==> config.mk <==
export PLATFORM = sky130hd
export DESIGN_NAME = idct_block_mover
export DESIGN_NICKNAME = d
export VERILOG_FILES = /design/src/rtl/idct_block_mover.sv
export SDC_FILE = /design/constraint.sdc
export NUM_CORES = 1
export LEC_CHECK = 0
export ABC_AREA = 1
export CAP_MARGIN = 0
export CORE_MARGIN = 8
export CORE_UTILIZATION = 45
export DETAILED_ROUTE_END_ITERATION = 12
export GPL_ROUTABILITY_DRIVEN = 0
export GPL_TIMING_DRIVEN = 0
export PLACE_DENSITY = 0.72
export SLEW_MARGIN = 20
export SYNTH_ARGS = -nofsm -noshare
export SYNTH_HDL_FRONTEND = slang
export SYNTH_SLANG_ARGS = --single-unit
export TNS_END_PERCENT = 10
==> constraint.sdc <==
create_clock -name clk -period 2.6 [get_ports clk]
set_input_delay 0.26 -clock clk [delete_from_list [all_inputs] [get_ports clk]]
set_output_delay 0.26 -clock clk [all_outputs]
set_load 0.02 [all_outputs]
==> src/rtl/idct_block_mover.sv <==
`default_nettype none
// ============================================================================
// idct_block_mover - BLK x BLK block mover between SRAM and the IDCT buffer:
// fetch sign-extends SRAM words, store scales/clips/packs pixel pairs.
// Rev 1.0
// ============================================================================
module idct_block_mover #(
  parameter int BLK       = 8,
  parameter int SRAM_AW   = 18,
  parameter int SRAM_DW   = 16,
  parameter int BUF_AW    = 7,
  parameter int BUF_DW    = 32,
  parameter int FETCH_LAT = 2,
  parameter int SHIFT     = 16
) (
  input  logic               clk,
  input  logic               rst,
  input  logic               start,
  input  logic               mode,
  input  logic [SRAM_AW-1:0] base_address,
  input  logic [SRAM_AW-1:0] row_stride,
  input  logic [BUF_AW-1:0]  buf_base,
  output logic               busy,
  output logic               done,
  output logic [SRAM_AW-1:0] sram_address,
  input  logic [SRAM_DW-1:0] sram_read_data,
  output logic [SRAM_DW-1:0] sram_write_data,
  output logic               sram_we_n,
  output logic [BUF_AW-1:0]  buf_address,
  output logic [BUF_DW-1:0]  buf_write_data,
  output logic               buf_we,
  input  logic [BUF_DW-1:0]  buf_read_data
);

  localparam int LOG = $clog2(BLK);
  localparam int IW  = 2 * LOG;
  localparam int CW  = IW + 1;
  localparam int N   = BLK * BLK;

  localparam logic [2:0] ST_IDLE    = 3'd0;
  localparam logic [2:0] ST_F_RUN   = 3'd1;
  localparam logic [2:0] ST_F_DRAIN = 3'd2;
  localparam logic [2:0] ST_S_RUN   = 3'd3;
  localparam logic [2:0] ST_S_DRAIN = 3'd4;
  localparam logic [2:0] ST_DONE    = 3'd5;

  logic [2:0]         state_q, state_d;
  logic               mode_q, mode_d;
  logic [SRAM_AW-1:0] stride_q, stride_d;
  logic [SRAM_AW-1:0] row_q, row_d;
  logic [SRAM_AW-1:0] sram_address_q, sram_address_d;
  logic [SRAM_DW-1:0] sram_write_data_q, sram_write_data_d;
  logic               sram_we_n_q, sram_we_n_d;
  logic [BUF_AW-1:0]  buf_address_q, buf_address_d;
  logic [BUF_AW-1:0]  buf_ptr_q, buf_ptr_d;
  logic [BUF_DW-1:0]  buf_write_data_q, buf_write_data_d;
  logic               buf_we_q, buf_we_d;
  logic [IW-1:0]      iss_q, iss_d;
  logic [CW-1:0]      cnt_q, cnt_d;
  logic [FETCH_LAT-1:0] pipe_q, pipe_d;
  logic [7:0]         pix_even_q, pix_even_d;

  logic               accept;
  logic               issue_v;
  logic               iss_last;
  logic               xfer_end;
  logic signed [BUF_DW-1:0] scaled;
  logic [7:0]         pix;

  assign accept   = (state_q == ST_IDLE) && start;
  assign issue_v  = (state_q == ST_F_RUN) || (state_q == ST_S_RUN);
  assign iss_last = (iss_q == IW'(N - 1));
  // cnt_q counts elements retired on the data side (buffer writes or pixels)
  assign xfer_end = (cnt_q == CW'(N));

  assign scaled = $signed(buf_read_data) >>> SHIFT;
  assign pix    = scaled[BUF_DW-1]      ? 8'h00 :
                  (|scaled[BUF_DW-2:8]) ? 8'hFF : scaled[7:0];

  always_ff @(posedge clk) begin
    if (rst) begin
      state_q <= ST_IDLE;
    end else begin
      state_q <= state_d;
    end
  end

  always_comb begin
    state_d = state_q;
    case (state_q)
      ST_IDLE:    if (start) state_d = mode ? ST_S_RUN : ST_F_RUN;
      ST_F_RUN:   if (iss_last) state_d = ST_F_DRAIN;
      ST_F_DRAIN: if (xfer_end) state_d = ST_DONE;
      ST_S_RUN:   if (iss_last) state_d = ST_S_DRAIN;
      ST_S_DRAIN: if (xfer_end) state_d = ST_DONE;
      ST_DONE:    state_d = ST_IDLE;
      default:    state_d = ST_IDLE;
    endcase
  end

  always_comb begin
    busy = (state_q != ST_IDLE);
    done = (state_q == ST_DONE);
  end

  always_comb begin
    mode_d            = mode_q;
    stride_d          = stride_q;
    row_d             = row_q;
    sram_address_d    = sram_address_q;
    sram_write_data_d = sram_write_data_q;
    sram_we_n_d       = 1'b1;
    buf_address_d     = buf_address_q;
    buf_ptr_d         = buf_ptr_q;
    buf_write_data_d  = buf_write_data_q;
    buf_we_d          = 1'b0;
    iss_d             = iss_q;
    cnt_d             = cnt_q;
    pix_even_d        = pix_even_q;

    pipe_d[0] = issue_v;
    for (int i = 1; i < FETCH_LAT; i++) begin
      pipe_d[i] = pipe_q[i-1];
    end

    if (accept) begin
      mode_d         = mode;
      stride_d       = row_stride;
      row_d          = base_address;
      sram_address_d = base_address;
      buf_address_d  = buf_base;
      buf_ptr_d      = buf_base;
      iss_d          = '0;
      cnt_d          = '0;
    end

    if (issue_v && !iss_last) begin
      iss_d = iss_q + IW'(1);
    end

    // Fetch issue side: row base advances by stride, no multiplier needed
    if ((state_q == ST_F_RUN) && !iss_last) begin
      if (iss_q[LOG-1:0] == LOG'(BLK - 1)) begin
        row_d          = row_q + stride_q;
        sram_address_d = row_q + stride_q;
      end else begin
        sram_address_d = sram_address_q + SRAM_AW'(1);
      end
    end

    if ((state_q == ST_S_RUN) && !iss_last) begin
      buf_address_d = buf_address_q + BUF_AW'(1);
    end

    if (!mode_q && pipe_q[FETCH_LAT-1]) begin
      buf_we_d         = 1'b1;
      buf_write_data_d = {{(BUF_DW-SRAM_DW){sram_read_data[SRAM_DW-1]}}, sram_read_data};
      buf_address_d    = buf_ptr_q;
      buf_ptr_d        = buf_ptr_q + BUF_AW'(1);
      cnt_d            = cnt_q + CW'(1);
    end

    // Store data side: even pixel waits, odd pixel completes the pair write
    if (mode_q && pipe_q[0]) begin
      cnt_d = cnt_q + CW'(1);
      if (!cnt_q[0]) begin
        pix_even_d = pix;
      end else begin
        sram_we_n_d       = 1'b0;
        sram_write_data_d = {pix_even_q, pix};
        sram_address_d    = row_q + SRAM_AW'(cnt_q[LOG-1:0] >> 1);
        if (cnt_q[LOG-1:0] == LOG'(BLK - 1)) begin
          row_d = row_q + stride_q;
        end
      end
    end
  end

  always_ff @(posedge clk) begin
    if (rst) begin
      mode_q            <= 1'b0;
      stride_q          <= '0;
      row_q             <= '0;
      sram_address_q    <= '0;
      sram_write_data_q <= '0;
      sram_we_n_q       <= 1'b1;
      buf_address_q     <= '0;
      buf_ptr_q         <= '0;
      buf_write_data_q  <= '0;
      buf_we_q          <= 1'b0;
      iss_q             <= '0;
      cnt_q             <= '0;
      pipe_q            <= '0;
      pix_even_q        <= '0;
    end else begin
      mode_q            <= mode_d;
      stride_q          <= stride_d;
      row_q             <= row_d;
      sram_address_q    <= sram_address_d;
      sram_write_data_q <= sram_write_data_d;
      sram_we_n_q       <= sram_we_n_d;
      buf_address_q     <= buf_address_d;
      buf_ptr_q         <= buf_ptr_d;
      buf_write_data_q  <= buf_write_data_d;
      buf_we_q          <= buf_we_d;
      iss_q             <= iss_d;
      cnt_q             <= cnt_d;
      pipe_q            <= pipe_d;
      pix_even_q        <= pix_even_d;
    end
  end

  assign sram_address    = sram_address_q;
  assign sram_write_data = sram_write_data_q;
  assign sram_we_n       = sram_we_n_q;
  assign buf_address     = buf_address_q;
  assign buf_write_data  = buf_write_data_q;
  assign buf_we          = buf_we_q;

endmodule
`default_nettype wire

==> results.cfg <==
[power_and_ir_drop]
ir_drop_mv = 0.663
power.leakage_nw = 4.43
p_comb_frac = 0.415
p_seq_frac = 0.316
clock_power_share = 0.269
switching_power_w = 0.00355
power_density_nw_per_um2 = 862
p_sw_frac = 0.405
p_int_w = 0.00522

[global_routing]
grt_pass1_vias = 7976
grt_first_pass_wirelength_mm = 40.7
grt_max_degree = 19
grt_overflow = 0
antenna_found_initial = 0
grtUsageTotal = 0.234

[final_layout]
nNetsFinal = 1465
fillers = 1651
drive_above_1_share = 0.0843
diodes = 0
finish.utilization = 0.595
area_growth_pct = 30.9

[clock_tree]
cts_num_sinks = 129
root_buffer = clkbuf_16
insertion_delay_ps = 420
cts_tree = done
h-tree-depth = 4
cts_made_buffers = 17
post_cts_resized = 0
cts_hold_buf = 0
clk_pin_slew_ps = 60
clk_path_buf_depth = 2
postCtsSetupBuffers = 0

[setup_path]
r2r_cells = 11
cp_data_required_time_ps = 2910
r2r_end = sram_address[12]
crit_family = simple AND/OR/NAND/NOR gates
crit_buf_inv = 1
worst_path_max_delay_cell = fa_1
critPathMaxFanout = 5
r2r_slack_ps = 330
start_kind = register
worst-endpoint-arrival_ps = 2580
cp_cell_sequence = ha_1, inv_1, fa_1, nor2_1, nand3_2, nor2_4, nand2_2, o21ai_0, nand2_1, o21ai_0, a21oi_1
worst_r2r_startpoint = cnt_q[1]
slowest_delay_ps = 420
end_kind = register
cp_common_cell = o21ai_0
critPathKind = register to register

[yosys]
yosys.area.top_type = dfxtp_1
synth_nets = 1292
synthTopCellsByArea = dfxtp_1 (33%), nand2_1 (12%), o21ai_0 (8.3%), nor2_1 (7.3%), a21oi_1 (6.6%)
ys_seq_area_frac = 0.332
yosys_warnings = 0
synth_top_area_frac = 0.332
synthCells = 1168
ys_seq_elements = 129
netlist_top_cells_count = nand2_1 (245), nor2_1 (152), dfxtp_1 (129), o21ai_0 (129), inv_1 (112)
synthMostInstantiatedCell = nand2_1
syn_area_um2 = 7780
async_flop_share = 0
synth.distinct_cells = 51
synth_flop_cell = dfxtp_1
synth-edff-count = 0
syn_area_per_cell_um2 = 6.66

[route]
vias = 8481
drt_iter0_markers = 769
wirelength_mm = 25.9
wl_per_cell_um = 16.4
drt.antenna.violating_nets = 0
drt-vias-per-instance = 5.37
drt-pass1-iter-count = 8
drc_errors = 0

[sta]
worst_pin_slew_ps = 684
max_slew_margin = 0.544
finalSetupViolCount = 0
tns_ps = 0
period_needed_ps = 2270
maxSlewViolCount = 0
period_share = 0.874
fin_skew_ps = 6.01
max_freq_mhz = 440
final-hold-violation-count = 0
rsz0062_at_grt = false

[min_path]
min_to = stride_q[6]
holdPathStages = 3
hold_class = input pin to register
min_from = row_stride[6]

[status]
status = finished clean

[die]
start_util = 0.454
die-area_um2 = 21700
ioPinCount = 172
num_rows = 48
die_h_um = 147
core_area_um2 = 17100
die_w_um = 147

[flow_run]
maxCapViolCount = 0

[placed_design]
hpwl_mm = 19.9
io_buffer_count = 154
flip-flops by register name, summed over array words and instances (netlist names), 2 cells and up:
signal / flops
buf_address: 7
buf_ptr_q: 7
buf_write_data: 16
cnt_q: 7
iss_q: 6
pipe_q: 2
pix_even_q: 8
row_q: 18
sram_address: 18
sram_write_data: 16
state_q: 3
stride_q: 18
power by group through the flow:
stage	registers, W	clock network, W	logic, W
after detailed placement	0.00279	0	0.00360
final	0.00277	0.00236	0.00364
after global routing	0.00281	0.00248	0.00402
after CTS	0.00276	0.00239	0.00362
after floorplan	0.00284	0	0.00229
after global placement	0.00279	0	0.00354
cell families after synthesis:
kind of cell	share of synthesized area
AOI/OAI and AO/OA	0.196
xor gates and xnor gates	0.0248
adders and majority gates	0.0486
buffers and inverters	0.106
DFF	0.332
muxes	0.00129
and+or+nand+nor	0.291
per-stage QoR:
stage / setup slack [ps] / power (W) / hold WS, ps / instances / instance area [µm²]
2_1_floorplan: 680 / 0.00514 / 395 / 1168 / 7780
3_3_place_gp: 391 / 0.00634 / 410 / 1547 / 9600
3_5_place_dp: 410 / 0.00639 / 430 / 1547 / 9600
4_1_cts: 362 / 0.00876 / 403 / 1578 / 10200
5_1_grt: 140 / 0.00931 / 400 / 1578 / 10200
6_report: 327 / 0.00877 / 424 / 1578 / 10200
area by class of cell:
class,instances,area (µm²),area share
plain buffers,61,372,0.0365
clock buffers,18,439,0.0431
clock inverters,13,140,0.0138
inverters,120,455,0.0447
multi-input cells,858,4370,0.429
flip-flops and latches,129,2580,0.254
well taps,225,282,0.0277
repair buffers,154,1540,0.151
worst max path at each step:
stage,start,to,depth (start not counted)
after floorplan,cnt_q[1],sram_address[12],11
after global placement,cnt_q[2],sram_address[12],10
after detailed placement,cnt_q[1],sram_address[12],11
after CTS,cnt_q[1],sram_address[12],11
after global routing,cnt_q[2],sram_address[12],10
final,cnt_q[1],sram_address[12],11
metal layers:
layer  share of wire  wire [µm]  vias to the layer above  GRT usage
met5               0          0                        -          0
met4           0.036        941                        0      0.114
met3           0.086       2230                       76     0.0614
met2            0.45      11700                      370      0.365
met1            0.43      11100                     3845      0.295
li1                -          -                     4190          -
cells in the final DEF, fill, tap and decap left out, drive strengths merged, types with 2 or more instances in the layout:
cell | Yosys | final
or2 | 6 | 6
nand3 | 61 | 61
a21oi | 106 | 106
xnor2 | 5 | 5
a211oi | 2 | 2
ha | 27 | 27
o211ai | 8 | 8
nor2 | 162 | 162
buf | 45 | 45
a31oi | 11 | 11
xor2 | 17 | 17
o21ai | 142 | 142
o21bai | 2 | 2
clkdlybuf4s50 | 0 | 154
nor4 | 3 | 3
nand4 | 13 | 13
inv | 120 | 120
o221ai | 2 | 2
nor3 | 22 | 22
fa | 2 | 2
clkbuf | 16 | 34
dfxtp | 129 | 129
nand3b | 4 | 4
clkinvlp | 0 | 4
clkinv | 0 | 7
a221oi | 3 | 3
bufinv | 0 | 2
nand2 | 252 | 252
tightest hold or removal path: stages:
cell,delay [ps]
clkdlybuf4s50_1,390
nor2_1,100
nor2_1,50
Power figures use the tool's default switching activity.
